### src/rtl/mem_port_arbiter_pkg.sv
// Shared types for the IFU/LSU memory port arbiter: FSM states, owner tags,
// access-size codes and the registered downstream request record.
package mem_port_arbiter_pkg;

  typedef enum logic [1:0] {
    StIdle,
    StBusy,
    StFlush
  } state_e;

  typedef enum logic {
    OwnIfu,
    OwnLsu
  } owner_e;

  localparam logic [1:0] SzByte = 2'd0;
  localparam logic [1:0] SzHalf = 2'd1;
  localparam logic [1:0] SzWord = 2'd2;

  typedef struct packed {
    logic [31:0] addr;
    logic [1:0]  size;
    logic        wen;
    logic [31:0] wdata;
    logic [3:0]  wmask;
  } mem_req_t;

  // Instruction fetches are always aligned word reads.
  function automatic mem_req_t ifu_req(input logic [31:0] addr);
    mem_req_t r;
    r.addr  = addr;
    r.size  = SzWord;
    r.wen   = 1'b0;
    r.wdata = '0;
    r.wmask = '0;
    return r;
  endfunction

endpackage

### src/rtl/mem_port_watchdog.sv
// Response watchdog: counts BUSY cycles without a response and flags expiry
// in the last allowed cycle. TIMEOUT_CYCLES of 0 disables it.
module mem_port_watchdog #(
  parameter int unsigned TIMEOUT_CYCLES = 1024
) (
  input  logic clock,
  input  logic reset,
  input  logic busy,
  input  logic resp,
  output logic expire
);

  localparam bit          Enable = (TIMEOUT_CYCLES > 0);
  localparam int unsigned CntW   = (TIMEOUT_CYCLES > 1) ? $clog2(TIMEOUT_CYCLES) : 1;
  localparam logic [CntW-1:0] Last = Enable ? CntW'(TIMEOUT_CYCLES - 1) : '0;

  logic [CntW-1:0] cnt_q, cnt_d;

  always_comb begin
    // A response in the final cycle wins over the timeout.
    expire = Enable && busy && !resp && (cnt_q == Last);
    if (Enable && busy && !resp && !expire) begin
      cnt_d = cnt_q + CntW'(1);
    end else begin
      cnt_d = '0;
    end
  end

  always_ff @(posedge clock) begin
    if (reset) begin
      cnt_q <= '0;
    end else begin
      cnt_q <= cnt_d;
    end
  end

endmodule

### src/rtl/mem_port_arbiter.sv
// Shares one single-outstanding memory port between the IFU and the LSU with
// fixed-LSU or round-robin priority and a response watchdog.
module mem_port_arbiter
  import mem_port_arbiter_pkg::*;
#(
  parameter bit          LSU_FIRST      = 1'b1,
  parameter int unsigned TIMEOUT_CYCLES = 1024,
  parameter logic [31:0] ERR_RDATA      = 32'h0000_0000
) (
  input  logic        clock,
  input  logic        reset,

  input  logic        io_ifu_reqValid,
  input  logic [31:0] io_ifu_addr,
  output logic        io_ifu_respValid,
  output logic [31:0] io_ifu_rdata,
  output logic        io_ifu_err,

  input  logic        io_lsu_reqValid,
  input  logic [31:0] io_lsu_addr,
  input  logic [1:0]  io_lsu_size,
  input  logic        io_lsu_wen,
  input  logic [31:0] io_lsu_wdata,
  input  logic [3:0]  io_lsu_wmask,
  output logic        io_lsu_respValid,
  output logic [31:0] io_lsu_rdata,
  output logic        io_lsu_err,

  output logic        io_mem_reqValid,
  output logic [31:0] io_mem_addr,
  output logic [1:0]  io_mem_size,
  output logic        io_mem_wen,
  output logic [31:0] io_mem_wdata,
  output logic [3:0]  io_mem_wmask,
  input  logic        io_mem_respValid,
  input  logic [31:0] io_mem_rdata
);

  state_e   state_q, state_d;
  owner_e   owner_q, owner_d;
  owner_e   rr_last_q, rr_last_d;
  mem_req_t req_q, req_d;
  logic     mem_valid_q, mem_valid_d;

  mem_req_t    lsu_req;
  logic        grant_lsu;
  logic        expire;
  logic        resp_fire;
  logic [31:0] resp_data;
  logic        resp_err;

  mem_port_watchdog #(
    .TIMEOUT_CYCLES(TIMEOUT_CYCLES)
  ) u_watchdog (
    .clock (clock),
    .reset (reset),
    .busy  (state_q == StBusy),
    .resp  (io_mem_respValid),
    .expire(expire)
  );

  assign lsu_req = '{
    addr:  io_lsu_addr,
    size:  io_lsu_size,
    wen:   io_lsu_wen,
    wdata: io_lsu_wdata,
    wmask: io_lsu_wmask
  };

  always_comb begin
    if (!io_lsu_reqValid) begin
      grant_lsu = 1'b0;
    end else if (!io_ifu_reqValid) begin
      grant_lsu = 1'b1;
    end else if (LSU_FIRST) begin
      grant_lsu = 1'b1;
    end else begin
      // Round-robin: whoever was not served last goes next.
      grant_lsu = (rr_last_q == OwnIfu);
    end
  end

  always_ff @(posedge clock) begin
    if (reset) begin
      state_q     <= StIdle;
      owner_q     <= OwnIfu;
      rr_last_q   <= OwnLsu;
      req_q       <= '0;
      mem_valid_q <= 1'b0;
    end else begin
      state_q     <= state_d;
      owner_q     <= owner_d;
      rr_last_q   <= rr_last_d;
      req_q       <= req_d;
      mem_valid_q <= mem_valid_d;
    end
  end

  always_comb begin
    state_d     = state_q;
    owner_d     = owner_q;
    rr_last_d   = rr_last_q;
    req_d       = req_q;
    mem_valid_d = mem_valid_q;
    case (state_q)
      StIdle: begin
        if (io_ifu_reqValid || io_lsu_reqValid) begin
          state_d     = StBusy;
          mem_valid_d = 1'b1;
          owner_d     = grant_lsu ? OwnLsu : OwnIfu;
          req_d       = grant_lsu ? lsu_req : ifu_req(io_ifu_addr);
        end
      end
      StBusy: begin
        if (io_mem_respValid) begin
          state_d     = StIdle;
          mem_valid_d = 1'b0;
          rr_last_d   = owner_q;
        end else if (expire) begin
          // The late response still has to be absorbed before reuse.
          state_d     = StFlush;
          mem_valid_d = 1'b0;
        end
      end
      StFlush: begin
        if (io_mem_respValid) begin
          state_d = StIdle;
        end
      end
      default: begin
        state_d     = StIdle;
        mem_valid_d = 1'b0;
      end
    endcase
  end

  always_comb begin
    io_mem_reqValid = mem_valid_q;
    io_mem_addr     = req_q.addr;
    io_mem_size     = req_q.size;
    io_mem_wen      = req_q.wen;
    io_mem_wdata    = req_q.wdata;
    io_mem_wmask    = req_q.wmask;

    resp_fire = (state_q == StBusy) && (io_mem_respValid || expire);
    resp_data = io_mem_respValid ? io_mem_rdata : ERR_RDATA;
    resp_err  = !io_mem_respValid;

    io_ifu_respValid = resp_fire && (owner_q == OwnIfu);
    io_ifu_rdata     = io_ifu_respValid ? resp_data : '0;
    io_ifu_err       = io_ifu_respValid && resp_err;

    io_lsu_respValid = resp_fire && (owner_q == OwnLsu);
    io_lsu_rdata     = io_lsu_respValid ? resp_data : '0;
    io_lsu_err       = io_lsu_respValid && resp_err;
  end

  a_single_resp: assert property (@(posedge clock) disable iff (reset)
    !(io_ifu_respValid && io_lsu_respValid));

  a_req_iff_busy: assert property (@(posedge clock) disable iff (reset)
    io_mem_reqValid == (state_q == StBusy));

  a_req_stable: assert property (@(posedge clock) disable iff (reset)
    (state_q == StBusy && !io_mem_respValid && !expire) |=> $stable(req_q));

endmodule

### config.mk
export PLATFORM = sky130hd
export DESIGN_NAME = mem_port_arbiter
export DESIGN_NICKNAME = d
export VERILOG_FILES = /design/src/rtl/mem_port_arbiter_pkg.sv /design/src/rtl/mem_port_watchdog.sv /design/src/rtl/mem_port_arbiter.sv
export SDC_FILE = /design/constraint.sdc
export NUM_CORES = 1
export LEC_CHECK = 0
export CORE_MARGIN = 3
export CORE_UTILIZATION = 38
export CTS_CLUSTER_DIAMETER = 50
export DETAILED_ROUTE_END_ITERATION = 12
export PLACE_DENSITY_LB_ADDON = 0.3
export SLEW_MARGIN = 40
export SYNTH_ARGS = -nofsm -noshare
export SYNTH_HDL_FRONTEND = slang
export SYNTH_SLANG_ARGS = --single-unit
### constraint.sdc
create_clock -name clock -period 3.2 [get_ports clock]
set_input_delay 0.64 -clock clock [delete_from_list [all_inputs] [get_ports clock]]
set_output_delay 0.64 -clock clock [all_outputs]
set_load 0.005 [all_outputs]
Word-level counts from Yosys, hierarchy flattened
Index checks and enable logic that the tools add are counted.
- bits in registers: 85
- input port bits: 140
- $add $sub $neg: 1
- equal/unequal tests: 6
- muxes and demuxes: 15
- bitwise operators: 3
- reductions and logical operators: 17
- operators by type and width (cell ; number):
    $mux W32 ; 3
    $mux W71 ; 1
    $add A10 B1 Y10 const B ; 1
    $eq A10 B10 Y1 const B ; 1
    $logic_and A1 B1 Y1 ; 8
    $mux W2 ; 4
    $pmux W2 S3 ; 1
    $reduce_and A3 Y1 ; 2
    $mux W1 ; 5
    $ne A2 B2 Y1 const B ; 2
    $ne A3 B3 Y1 const B ; 1
    $not A1 Y1 ; 3
    $pmux W1 S3 ; 1
    $eq A2 B1 Y1 const B ; 1
    $eq A2 B2 Y1 const B ; 1
    $logic_not A1 Y1 ; 2
    $logic_not A2 Y1 ; 1
    $logic_or A1 B1 Y1 ; 2
    $reduce_and A2 Y1 ; 1
    $reduce_or A2 Y1 ; 1

Logic depth before layout (Yosys ltp)
- depth after elaboration: 7
- gate-level depth with buffers: 6

Hierarchy
A second synthesis with hierarchy kept.
- cells, all modules: 505
- area total of the unflattened synthesis: 3950.0 um^2
- modules (own cells, without submodules) (module ; instances ; cells each ; area each (um^2)):
    mem_port_arbiter ; 1 ; 454 ; 3490.8
    mem_port_watchdog ; 1 ; 51 ; 459.2

Worst setup path after synthesis
Ideal clock, no wire load.
- path type: input to output
- start point: input io_mem_respValid
- end point: output io_ifu_rdata[22]
- data arrival time: 1.263 ns
- setup slack: 1.297 ns
- stages on the path: 3
- path buffers: 2
- cell sequence: clkbuf_1 > clkbuf_1 > and3_1
- word-level cells in the longest chain between the ends: 7
- elaborated cells between the ends (all ways): 8
- RTL lines (what ; line ; text):
    start: declaration ; mem_port_arbiter.sv:35 ; input logic io_mem_respValid,
    $logic_not A1 Y1 ; mem_port_watchdog.sv:21 ; expire = Enable && busy && !resp && (cnt_q == Last);
    $logic_and A1 B1 Y1 (2 in a row) ; mem_port_watchdog.sv:21 ;
    $logic_or A1 B1 Y1 ; mem_port_arbiter.sv:145 ; resp_fire = (state_q == StBusy) && (io_mem_respValid || expire);
    $logic_and A1 B1 Y1 ; mem_port_arbiter.sv:145 ;
    $logic_and A1 B1 Y1 ; mem_port_arbiter.sv:149 ; io_ifu_respValid = resp_fire && (owner_q == OwnIfu);
    $mux W32 * ; mem_port_arbiter.sv:150 ; io_ifu_rdata = io_ifu_respValid ? resp_data : '0;
    end: declaration ; mem_port_arbiter.sv:16 ; output logic [31:0] io_ifu_rdata,
Mark *: on every way between the ends. The rest lies on a longest branch, timed or not.

Final worst setup path
- start point: register state_q[0]
- end point: output io_ifu_rdata[4]
- word-level cells in the longest chain between the ends: 7
- RTL lines (what ; line ; text):
    start: declaration ; mem_port_arbiter.sv:39 ; state_e state_q, state_d;
    start signal: assignment ; mem_port_arbiter.sv:85 ; state_q <= StIdle;
    start signal: assignment ; mem_port_arbiter.sv:91 ; state_q <= state_d;
    $eq A2 B1 Y1 * ; -- ;
    $logic_and A1 B1 Y1 (2 in a row) ; mem_port_watchdog.sv:21 ;
    $logic_or A1 B1 Y1 ; mem_port_arbiter.sv:145 ;
    $logic_and A1 B1 Y1 * ; mem_port_arbiter.sv:145 ;
    $logic_and A1 B1 Y1 * ; mem_port_arbiter.sv:149 ;
    $mux W32 * ; mem_port_arbiter.sv:150 ;
Marked as above.

==> results.md <==
- The flow ran to the end, and the final reports show no timing, DRC or antenna violations.
- The standard cell core area is 9955 um^2.
- The clock tree from TritonCTS is done.
- The number of buffers added to fix hold violations after cts is 0.
- For this run, the leading register cell type out of synthesis is sky130_fd_sc_hd__dfxtp_1.
- The top cell types in the final layout, fill and taps aside, are 277 x sky130_fd_sc_hd__clkdlybuf4s50_1, 85 x sky130_fd_sc_hd__dfxtp_1, 79 x sky130_fd_sc_hd__a21oi_1.
- The met3 demand-to-capacity share in global routing is under 10%.
- The number of enable-type register cells in the synthesized netlist is 0.
- The combinational share of power is between 20% and 30%.
- Timing would allow up to 330.8 MHz.
- The wire-length estimate of the detail-placed layout is 11840 um.
- The last weighted congestion value of the routability-driven placer is ~0.81.
- The tree is rooted in a sky130_fd_sc_hd__clkbuf_8.
- The first detailed-routing pass took 4 iterations.
- The height of the die is ~110 um.
- The count of port buffers added during placement is about 280.
- Once detail routing completed, the nets flagged for antenna violations numbered 0.
- The shortest period the worst path allows is between 3000 and 4000 ps.
- The synthesis warning total is 0.
- The peak ir drop on the vdd network is ~0.29 mV.
- The startpoint-to-endpoint class of the critical path is reg2out.
- The number of antenna violations at the first check in global routing is 0.
- The total congestion overflow after global routing is 0.
- The maximum clock path buffer count is 2.
- The pin count of the biggest net entering global routing is approximately 60.
- After global routing, the most crowded layer is met2.
- 0 antenna diodes ended up in the layout.
- The slew at the pin closest to its max-slew limit is between 600 and 700 ps.
- The clock sink count is 85.
- The max capacitance violation total is 0.
- Clock skew on the completed layout was measured at just over 10 ps.
- After layout, the worst setup slack is around 180 ps.
- The synthesis-stage register bit count is 85.
- Buffers added to address setup during post-CTS repair amount to 0.
- The die footprint is ~12000 um^2.
- The count of pins over their slew limit is 0.
- Setup repair after global routing left no endpoint under its margin.
- The count of cell types in the netlist is 34.
- The number of nets in the synthesized netlist is roughly 620.
- In the global route stage, overall resource usage came out at 25.00%.
- The x dimension of the die is around 110 um.
- The leakage power of the design is around 2.7 nW.
- The I/O pin count is 280.
- After technology mapping, the gate count stands at 474.
- The average routed wire per standard cell is 17.78 um.
- The global-route wire length before repair is ~23000 um.
- Ranked by total cell area, the synthesized netlist is headed by sky130_fd_sc_hd__dfxtp_1 43%, sky130_fd_sc_hd__a21oi_1 10%, sky130_fd_sc_hd__mux2i_1 8.1%.
- Global routing consumed, on the met1 layer, roughly 25% of the routing resources.
- Along the worst path, the maximum fanout reaches 18.
- Global routing used 46.76% of the available met2 tracks.
- The internal portion of the total power is between 0.002 and 0.0025 W.
- The total negative slack is 0 ps.
- The hold violation total from the final report came to 0.
- The effective utilization at floorplan is between 30 and 40%.
- The worst setup path is launched from a flip-flop.
- The clock network latency to the later pin of the worst-skew pair is around 360 ps.
- The most common cell after layout, fill and taps aside is sky130_fd_sc_hd__clkdlybuf4s50_1.
- Setup violations remaining at the end of the flow were counted as 0.
- The start point of the critical path is state_q[0].
- In the finished design, the share of the clock period the worst path needs comes to 94.48%.
- Row generation in the floorplan step produced 36 rows.
- Summed over all nets, the switching power comes to about 0.00070 W.
- The clock tree synthesis step divided the H-tree into 3 levels.
- The kind of path behind the tightest hold check is reg2reg.
- The share of the Yosys chip area taken by registers is 42.85%.
- The required time of the critical path is 2560 ps.
- The reg-to-reg critical path startpoint is state_q[0].
- The worst hold path begins at io_mem_wdata[21].
- The final-layout worst hold slack is 479.2 ps.
- After detailed routing, the number of vias per cell comes to roughly 5.2.
- Once layout is complete, the utilization of the core stands at 70.99%.
- The power per cell area is approximately 400 nW/um^2.
- The share of total power in the clock network is approximately a third.
- The relative area change from synthesis to final layout is 77.95%.
- In this run the tightest slew margin relative to its limit is a little under three fifths.
- The number of global-route vias before repair is about 4400.
- In the final layout, the share of cells above drive strength 1 is just under 5%.
- The net switching fraction of the power is approximately a quarter.
- The count of unresolved DRC violations after routing is 0.
- The number of nets at the end of the flow is 872.
- Summed over all layers, the routed wires come to roughly 15000 um.
- Per report_power, the sequential group accounts for between 40% and 50% of the total.
- After clock tree synthesis, the clock-pin slew on the worst setup and hold paths is ~80 ps.
- The share of the synthesized area in the top cell type is roughly 43%.
- The via total after detailed routing is 4532.
- The clock buffer count from CTS is 9.
- The pre-CTS worst setup slack is roughly 150 ps.
- The total power is roughly 0.0028 W.
- The initial DRC count is 219.
- The arrival time at the worst endpoint is roughly 2400 ps.
- Of all flip-flops after synthesis, the portion carrying an async set or reset was 0%.
- The worst setup path is captured at a primary output.
- The cell type with the highest aggregate area in the netlist is sky130_fd_sc_hd__dfxtp_1.
- The mean instance size in the synthesized netlist is 8.378 um^2.
- The area of the mapped netlist is between 3000 and 4000 um^2.
-- power by group through the flow --
stage | clock network [W] | registers (W) | logic (W)
2_1_floorplan | 0 | 0.00121 | 0.000244
3_3_place_gp | 0 | 0.00120 | 0.000684
3_5_place_dp | 0 | 0.00120 | 0.000697
4_1_cts | 0.000945 | 0.00118 | 0.000701
5_1_grt | 0.000980 | 0.00119 | 0.000751
6_report | 0.000923 | 0.00118 | 0.000696
-- metrics by stage --
stage	std cells	instance area (um^2)
final	869	7067
after global routing	869	7067
after CTS	869	7066
after detailed placement	853	6818
after global placement	853	6818
after floorplan	474	3971
-- final timing paths --
kind              depth (start not counted)               end  slack (ps)
hold / removal                            2  io_mem_wdata[21]         480
setup reg to reg                          4    io_mem_size[1]        1360
hold reg to reg                           2  io_mem_wdata[21]         480
setup / recovery                          5   io_ifu_rdata[4]         180
-- cells in the mapped netlist, types with 3 or more instances --
master / instances
sky130_fd_sc_hd__or4_1: 3
sky130_fd_sc_hd__and2_1: 32
sky130_fd_sc_hd__inv_1: 5
sky130_fd_sc_hd__mux2i_1: 32
sky130_fd_sc_hd__a21oi_1: 79
sky130_fd_sc_hd__a211oi_1: 32
sky130_fd_sc_hd__or3_1: 3
sky130_fd_sc_hd__nand2_1: 44
sky130_fd_sc_hd__buf_2: 20
sky130_fd_sc_hd__nand3_1: 5
sky130_fd_sc_hd__nor2_1: 5
sky130_fd_sc_hd__dfxtp_1: 85
sky130_fd_sc_hd__nor3_1: 3
sky130_fd_sc_hd__o21ai_0: 43
sky130_fd_sc_hd__o31ai_1: 3
sky130_fd_sc_hd__and3_1: 35
sky130_fd_sc_hd__clkbuf_1: 23
-- flip-flops by register name, summed over array words and instances, names as in the netlist --
name and count:
io_mem_wen 1, state_q 2, io_mem_reqValid 1, u_watchdog.cnt_q 10
io_mem_wmask 4, owner_q 1, io_mem_size 2, io_mem_wdata 32
io_mem_addr 32
-- metal layers --
layer  up-vias  routed length (um)
met1      2099                5444
met5         -                   0
li1       2203                   -
met4         0                 485
met3        32                1509
met2       198                8009
-- critical path: stages, from the launching register on --
cell                              delay, ps
sky130_fd_sc_hd__dfxtp_1                520
sky130_fd_sc_hd__nor2b_1                250
sky130_fd_sc_hd__and2b_2                320
sky130_fd_sc_hd__buf_4                  240
sky130_fd_sc_hd__and3_1                 170
sky130_fd_sc_hd__clkdlybuf4s50_1        540
-- cell type report --
| type | instances | area, um^2 |
|---|---|---|
| clock buffer | 11 | 141.4 |
| clock inverter | 5 | 106.4 |
| fill | 766 | 2888 |
| inverter | 5 | 18.77 |
| multi-input combinational | 340 | 2067 |
| sequential | 85 | 1702 |
| tap | 133 | 166.4 |
| timing repair buffer | 290 | 2865 |
-- repair_timing --
item	4_1_cts	5_1_grt
endpoints found under the hold margin	0	0
setup endpoints to repair	0	18
resized for setup	0	1
-- cell families (layout without fill, tap and decap cells) --
logic type	count (synthesis)	count (layout)	synth area share, %
xor gates and xnor gates	3	3	0.6617
and+or+nand+nor	143	143	19.75
muxes	32	32	8.066
buffers and inverters	49	311	5.356
DFF	85	85	42.85
AOI/OAI and AO/OA	161	161	23.00
adders and majority gates	1	1	0.3150
Note: power is estimated with default switching activity, not from simulation.
